$ cat src/rtl/fifo_pkg.sv
// Shared definitions for the single-clock programmable FIFO.
//   fifo_mode_e : read-port behaviour (registered read or first-word-fall-through)
//   fifo_depth  : number of entries for a given address width
package fifo_pkg;

  typedef enum logic {FIFO_STD, FIFO_FWFT} fifo_mode_e;

  function automatic int fifo_depth(input int asize);
    return 1 << asize;
  endfunction

endpackage

$ cat src/rtl/sync_fifo_mem.sv
// Storage array for sync_fifo_prog.
//   clk    in   clock, rising edge
//   rst    in   synchronous active-high reset (clears the registered read word only)
//   we     in   write enable
//   waddr  in   write address
//   wdata  in   write data
//   re     in   read enable (registered read mode only)
//   raddr  in   read address
//   rdata  out  read data: registered on re (FIFO_STD) or combinational (FIFO_FWFT)
module sync_fifo_mem
  import fifo_pkg::*;
#(
  parameter int         DSIZE = 8,
  parameter int         ASIZE = 3,
  parameter fifo_mode_e MODE  = FIFO_STD
) (
  input  logic             clk,
  input  logic             rst,
  input  logic             we,
  input  logic [ASIZE-1:0] waddr,
  input  logic [DSIZE-1:0] wdata,
  input  logic             re,
  input  logic [ASIZE-1:0] raddr,
  output logic [DSIZE-1:0] rdata
);

  localparam int DEPTH = fifo_depth(ASIZE);

  // The array itself carries no reset: emptiness is tracked by the pointers.
  logic [DSIZE-1:0] mem [DEPTH];

  always_ff @(posedge clk) begin
    if (we) mem[waddr] <= wdata;
  end

  if (MODE == FIFO_FWFT) begin : g_async_rd
    assign rdata = mem[raddr];
  end else begin : g_reg_rd
    // Read stage boundary: word leaves the array one cycle after re.
    logic [DSIZE-1:0] rdata_p1;

    always_ff @(posedge clk) begin
      if (rst)     rdata_p1 <= '0;
      else if (re) rdata_p1 <= mem[raddr];
    end

    assign rdata = rdata_p1;
  end

endmodule

$ cat src/rtl/sync_fifo_prog.sv
// Single-clock FIFO with programmable almost-full/almost-empty thresholds,
// occupancy count and sticky overflow/underflow flags.
//   clk              in   clock, rising edge
//   rst              in   synchronous active-high reset
//   wr_data          in   write data
//   wr_inc           in   write request
//   wr_full          out  count == DEPTH
//   wr_almost_full   out  count >= AF_THRESH
//   rd_inc           in   read request (pops the head in FWFT mode)
//   rd_data          out  read data
//   rd_valid         out  STD: word popped last cycle; FWFT: FIFO not empty
//   rd_empty         out  count == 0
//   rd_almost_empty  out  count <= AE_THRESH
//   count            out  occupancy 0..DEPTH
//   overflow         out  sticky: write attempted while full
//   underflow        out  sticky: read attempted while empty
module sync_fifo_prog
  import fifo_pkg::*;
#(
  parameter int DSIZE     = 8,
  parameter int ASIZE     = 3,
  parameter int FWFT      = 0,
  parameter int AF_THRESH = 6,
  parameter int AE_THRESH = 1
) (
  input  logic             clk,
  input  logic             rst,
  input  logic [DSIZE-1:0] wr_data,
  input  logic             wr_inc,
  output logic             wr_full,
  output logic             wr_almost_full,
  input  logic             rd_inc,
  output logic [DSIZE-1:0] rd_data,
  output logic             rd_valid,
  output logic             rd_empty,
  output logic             rd_almost_empty,
  output logic [ASIZE:0]   count,
  output logic             overflow,
  output logic             underflow
);

  localparam int         DEPTH = fifo_depth(ASIZE);
  localparam fifo_mode_e MODE  = (FWFT != 0) ? FIFO_FWFT : FIFO_STD;

  localparam logic [ASIZE:0] DEPTH_C = (ASIZE+1)'(DEPTH);
  localparam logic [ASIZE:0] AF_C    = (ASIZE+1)'(AF_THRESH);
  localparam logic [ASIZE:0] AE_C    = (ASIZE+1)'(AE_THRESH);

  if (ASIZE < 1) begin : g_bad_asize
    $error("sync_fifo_prog: ASIZE must be at least 1");
  end
  if (AF_THRESH < 1 || AF_THRESH > DEPTH) begin : g_bad_af
    $error("sync_fifo_prog: AF_THRESH must lie in 1..DEPTH");
  end
  if (AE_THRESH < 0 || AE_THRESH > DEPTH - 1) begin : g_bad_ae
    $error("sync_fifo_prog: AE_THRESH must lie in 0..DEPTH-1");
  end

  // One extra pointer bit separates full (MSBs differ) from empty (equal).
  logic [ASIZE:0] wptr;
  logic [ASIZE:0] rptr;
  logic           wr_en;
  logic           rd_en;

  // Flags depend only on the pointer registers, never on this cycle's requests.
  assign count           = wptr - rptr;
  assign wr_full         = (count == DEPTH_C);
  assign rd_empty        = (count == '0);
  assign wr_almost_full  = (count >= AF_C);
  assign rd_almost_empty = (count <= AE_C);

  // Acceptance uses pre-edge state, so at full a simultaneous read still
  // frees a slot but the write is rejected (and vice versa at empty).
  assign wr_en = wr_inc & ~wr_full & ~rst;
  assign rd_en = rd_inc & ~rd_empty & ~rst;

  always_ff @(posedge clk) begin
    if (rst) begin
      wptr      <= '0;
      rptr      <= '0;
      overflow  <= 1'b0;
      underflow <= 1'b0;
    end else begin
      if (wr_en)              wptr      <= wptr + 1'b1;
      if (rd_en)              rptr      <= rptr + 1'b1;
      if (wr_inc && wr_full)  overflow  <= 1'b1;
      if (rd_inc && rd_empty) underflow <= 1'b1;
    end
  end

  sync_fifo_mem #(
    .DSIZE (DSIZE),
    .ASIZE (ASIZE),
    .MODE  (MODE)
  ) u_mem (
    .clk   (clk),
    .rst   (rst),
    .we    (wr_en),
    .waddr (wptr[ASIZE-1:0]),
    .wdata (wr_data),
    .re    (rd_en),
    .raddr (rptr[ASIZE-1:0]),
    .rdata (rd_data)
  );

  if (MODE == FIFO_FWFT) begin : g_fwft_vld
    assign rd_valid = ~rd_empty;
  end else begin : g_std_vld
    // Read stage boundary: valid follows the registered word out of the array.
    logic vld_p1;

    always_ff @(posedge clk) begin
      if (rst) vld_p1 <= 1'b0;
      else     vld_p1 <= rd_en;
    end

    assign rd_valid = vld_p1;
  end

endmodule
$ cat config.mk
export PLATFORM = sky130hd
export DESIGN_NAME = sync_fifo_prog
export DESIGN_NICKNAME = d
export VERILOG_FILES = /design/src/rtl/fifo_pkg.sv /design/src/rtl/sync_fifo_mem.sv /design/src/rtl/sync_fifo_prog.sv
export SDC_FILE = /design/constraint.sdc
export NUM_CORES = 1
export LEC_CHECK = 0
export ABC_CLOCK_PERIOD_IN_PS = 8200
export BUFFER_PORTS_ARGS = -buffer_cell sky130_fd_sc_hd__buf_2
export CAP_MARGIN = 10
export CORE_ASPECT_RATIO = 1.1
export CORE_MARGIN = 3
export CORE_UTILIZATION = 30
export DETAILED_ROUTE_END_ITERATION = 8
export SYNTH_ARGS = -nofsm -noshare
export SYNTH_HDL_FRONTEND = slang
export SYNTH_SLANG_ARGS = --single-unit
export TNS_END_PERCENT = 20
$ cat constraint.sdc
create_clock -name clk -period 8.2 [get_ports clk]
set_input_delay 0.41 -clock clk [delete_from_list [all_inputs] [get_ports clk]]
set_output_delay 0.41 -clock clk [all_outputs]
set_load 0.1 [all_outputs]
# Word-level counts from Yosys, hierarchy flattened

Memories as Yosys holds them, arrays and structs flattened. A register that Yosys moved wholly into a read port is not among the register bits.
Index checks and enable logic that the tools add are counted.

Memory bits (writable): 64
Flip-flop bits (word level): 11
Bits of input ports: 12
Output and inout bits: 19
Logic and storage cells: 24
Memories kept: 1

Add/subtract/negate cells: 3
Bitwise operators: 7
Reduce and logical (&&, ||, !) cells: 3
Muxes and demuxes: 2
Magnitude comparators: 2
Equality and inequality tests: 1

Memory list:

| name      | words | width | rd ports | clocked after Yosys merged registers in | wr ports | RTL line            | RTL |
|---|---|---|---|---|---|---|---|
| u_mem.mem | 8     | 8     | 1        | 1                                       | 1        | sync_fifo_mem.sv:30 | `logic [DSIZE-1:0] mem [DEPTH];` |

Operators with widths:

| cell                | number |
|---|---|
| $add 4x1->4 const B | 2 |
| $and 1x1->1         | 4 |
| $eq 4x4->1 const B  | 1 |
| $ge 4x3->1 const B  | 1 |
| $le 4x1->1 const B  | 1 |
| $logic_not 4->1     | 1 |
| $sub 4x4->4         | 1 |
| $not 1->1           | 3 |
| $logic_and 1x1->1   | 2 |
| $mux 1              | 2 |

# Longest topological paths before layout

Word-level depth: 7
Gate-level depth with buffers: 10
Gate-level depth less buffers: 8

# Cells and area by module

From an unflattened synthesis, not the netlist that was laid out.

Cell total of the unflattened synthesis: 242
Area total of the unflattened synthesis: 3,523.4 um^2

Modules (own cells, without submodules):

| module         | area each (um^2) | sequential area each (um^2) | cells an instance | times used |
|---|---|---|---|---|
| sync_fifo_mem  | 2,812.7          | 2,082.0                     | 162               | 1 |
| sync_fifo_prog | 710.7            | 220.2                       | 80                | 1 |

# Worst setup path before layout

No wires, ideal clock.

Path type: register to output
From: reg rptr[2]
To: out rd_almost_empty
Data required time: 7.790 ns
Cell stages (with the launch flop): 9
Path slack: 3.569 ns
Arrival: 4.221 ns
Cells stage by stage: dfxtp_1 buf_2 buf_2 inv_1 ha_1 and3b_1 nor3_4 nor2_1 nor3_1

Longest elaborated chain between the ends: 2

Ends and longest elaborated chain:

| element                | RTL line             | RTL |
|---|---|---|
| start, declared        | sync_fifo_prog.sv:61 | `logic [ASIZE:0] rptr;` |
| start signal, assigned | sync_fifo_prog.sv:85 | `if (rd_en) rptr <= rptr + 1'b1;` |
| $sub 4x4->4            | sync_fifo_prog.sv:66 | `assign count = wptr - rptr;` |
| via count[3]           | sync_fifo_prog.sv:37 | `output logic [ASIZE:0] count,` |
| $le 4x1->1             | sync_fifo_prog.sv:70 | `assign rd_almost_empty = (count <= AE_C);` |
| end, declared          | sync_fifo_prog.sv:36 | `output logic rd_almost_empty,` |

The timed path passes the listed nets, and every way through them passes these cells.

# Worst setup path in the final report

From: reg rptr[2]
To: mem u_mem.mem[5][7] (enable)

Longest elaborated chain between the ends: 7

Ends and longest elaborated chain:

| element                      | RTL line             | RTL |
|---|---|---|
| $sub 4x4->4                  | sync_fifo_prog.sv:66 |  |
| $eq 4x4->1                   | sync_fifo_prog.sv:67 | `assign wr_full = (count == DEPTH_C);` |
| $not 1->1                    | sync_fifo_prog.sv:74 | `assign wr_en = wr_inc & ~wr_full & ~rst;` |
| $and 1x1->1 (2 in a row)     | sync_fifo_prog.sv:74 |  |
| $mux 1                       | sync_fifo_mem.sv:33  | `if (we) mem[waddr] <= wdata;` |
| $mux 1 (not written as such) | sync_fifo_mem.sv:33  |  |
| end, declared                | sync_fifo_mem.sv:30  |  |

No other way between the ends.

==> out/qor.yml <==
timing:
  setup_violations: 0
  fmaxAchievable_ghz: 0.2910
  rsz0062_at_grt: "no"
  final_hold_viol_count: 0
  skew_ps: 5.043
  tns_ps: 0
  finalCriticalPeriod_ps: 3437
  max-slew-margin-rel_pct: 27.06
  drv_slew: 0
  tightest_slew_ps: 1086
  fin_crit_sh_pct: 41.91
detailed_routing:
  drt-initial-drc-count: 169
  route.vias.total: 1837
  vias_per_cell: 4.581
  route.detailed.drc: 0
  wire_per_inst_um: 15.12
  antenna_left: 0
  drt_pass1_iterations: 4
  wl_um: 6064
cts:
  cts_setup_buffers: 0
  cts-buffers-inserted: 9
  clkTransAtPathRegs_ps: 60
  cts_tree: "done"
  cts_buffer_depth: 2
  cts_max_level: 3
  clk_latency_ps: 330
  cts_resized: 0
  clock-root-buffer: "clkbuf_16"
  cts_sinks: 83
  cts_hold_buf: 0
worst_setup_path:
  path_max_fanout: 19
  rr_startpoint: "rptr[2]"
  r2r_slack_ps: 4760
  start_kind: "flop"
  required_ps: 8140
  end_kind: "flop"
  reg2reg_to: "u_mem.mem[5][7]"
  critPathArrivalTime_ps: 3380
  r2r_cells: 6
  crit_type: "flop to flop"
yosys:
  synth-edff-count: 64
  syn_area_per_cell_um2: 15.97
  yosysWarnings: 0
  seq_area_frac_synth_pct: 67.35
  syn_nets: 232
  synthArstFlopShare_pct: 0
  synth-seq-cells: 83
  yosysUniqueCellTypes: 44
  ys.flop_type: "edfxtp_1"
  syn_inst: 214
  syn-cell-area_um2: 3418
final_layout:
  finalNetCount: 267
  diodes: 0
  syn2layout_area_growth_pct: 16.95
  drive_gt1_share_pct: 30.31
  layout_commonest_cell: "edfxtp_1"
  final_cell_mix: "edfxtp_1, buf_2, dfxtp_1"
hold_path:
  whs_endpoint: "underflow"
  worstHoldPathCells: 3
  hp-start: "rd_inc"
  hold_class: "primary input to flop"
global_route:
  grt_pass1_wl_um: 10020
  grt_overflow_total: 0
  track_usage_pct: 10.48
  grt_pass1_vias: 1905
  grt_max_degree: 24
  antenna_found_initial: 0
placed_design:
  port_buffers: 30
  dp_hpwl_um: 4350
  place.gp.congestion: 0.7321
floorplanning:
  die_w_um: 107.8
  rows: 40
  dieArea_um2: 12710
  start_util_pct: 31.05
  die_h_um: 118.0
  core_um2: 11010
  ios: 31
flow_run:
  cap_violations: 0
run_status:
  status: "finished, final reports clean"
[routing by layer]
layer | track usage (%) | part of all wire [%] | wire length (um) | up-vias
met4 | 2.841 | 1.0 | 63 | 0
li1 | - | - | - | 889
met5 | 0 | 0 | 0 | -
met3 | 3.950 | 5.2 | 317 | 4
met1 | 13.61 | 45 | 2723 | 904
met2 | 16.45 | 49 | 2960 | 40
[sequential cells by signal, summed over array words and instances, names as in the netlist]
signal	count
rd_valid	1
u_mem.mem	64
wptr	4
rptr	4
overflow	1
u_mem.rdata	8
underflow	1
[final cells by class]
cell class / count / area (um2)
sequential: 83 / 2302
tap: 147 / 183.9
multi-input combinational: 112 / 1025
timing repair buffer: 35 / 187.7
inverter: 8 / 30.03
clock inverter: 7 / 43.79
fill: 1070 / 7013
clock buffer: 9 / 225.2
[kinds of logic after synthesis]
kind of cell / Yosys count / synth area share [%]
AOI/OAI and AO/OA: 21 / 4.759
adders and majority gates: 6 / 2.416
muxes: 20 / 11.90
xor gates and xnor gates: 5 / 1.501
buffers and inverters: 19 / 3.038
DFF: 83 / 67.35
and+or+nand+nor: 60 / 9.041
[per-stage QoR]
stage	std cells	hold WS, ps	worst slack [ps]	cell area (um2)	utilization [%]
finish	401	325.3	4763	3998	36.31
global placement	385	445.3	4847	3729	33.86
CTS	401	321.0	4698	3998	36.31
floorplan	214	494.7	3569	3418	-
detailed placement	385	450.7	4726	3729	33.86
global route	401	341.3	4479	3998	36.31
[critical path, stage by stage (launching register included)]
cell and delay [ps]:
dfxtp_1 870, inv_1 140, ha_1 410, and3b_1 240, nor3_4 280, o31ai_4 190
nor3_1 910
[cells in the mapped netlist (all sizes together), types with 2 or more instances]
cell type | count | area (um2)
nand3 | 2 | 15.01
nor2 | 18 | 70.07
ha | 5 | 62.56
buf | 7 | 58.80
or3 | 2 | 12.51
a21oi | 7 | 38.79
dfxtp | 19 | 380.4
clkbuf | 4 | 15.01
nor3 | 7 | 51.30
mux2i | 2 | 20.02
xnor2 | 3 | 26.28
a311oi | 8 | 70.07
nand2 | 18 | 70.07
xor2 | 2 | 25.03
inv | 7 | 26.28
nor2b | 2 | 12.51
mux2 | 2 | 26.27
o21ai | 2 | 10.00
edfxtp | 64 | 1922
nor4 | 4 | 25.02
nor4b | 2 | 17.52
mux4 | 16 | 360.4
[worst max path at each step]
stage | to | depth (start not counted) | slack, ps | start
after floorplan | rd_almost_empty | 8 | 3570 | rptr[2]
after global placement | u_mem.mem[5][0] | 6 | 4850 | rptr[2]
after detailed placement | u_mem.mem[5][5] | 6 | 4730 | rptr[2]
after CTS | u_mem.mem[5][5] | 6 | 4700 | rptr[2]
after global routing | u_mem.mem[5][5] | 6 | 4480 | rptr[2]
final | u_mem.mem[5][7] | 6 | 4760 | rptr[2]
Power is left out: the tool's default activity adds up to more than one toggle a clock period on the data nets, which glitch-free logic cannot reach.
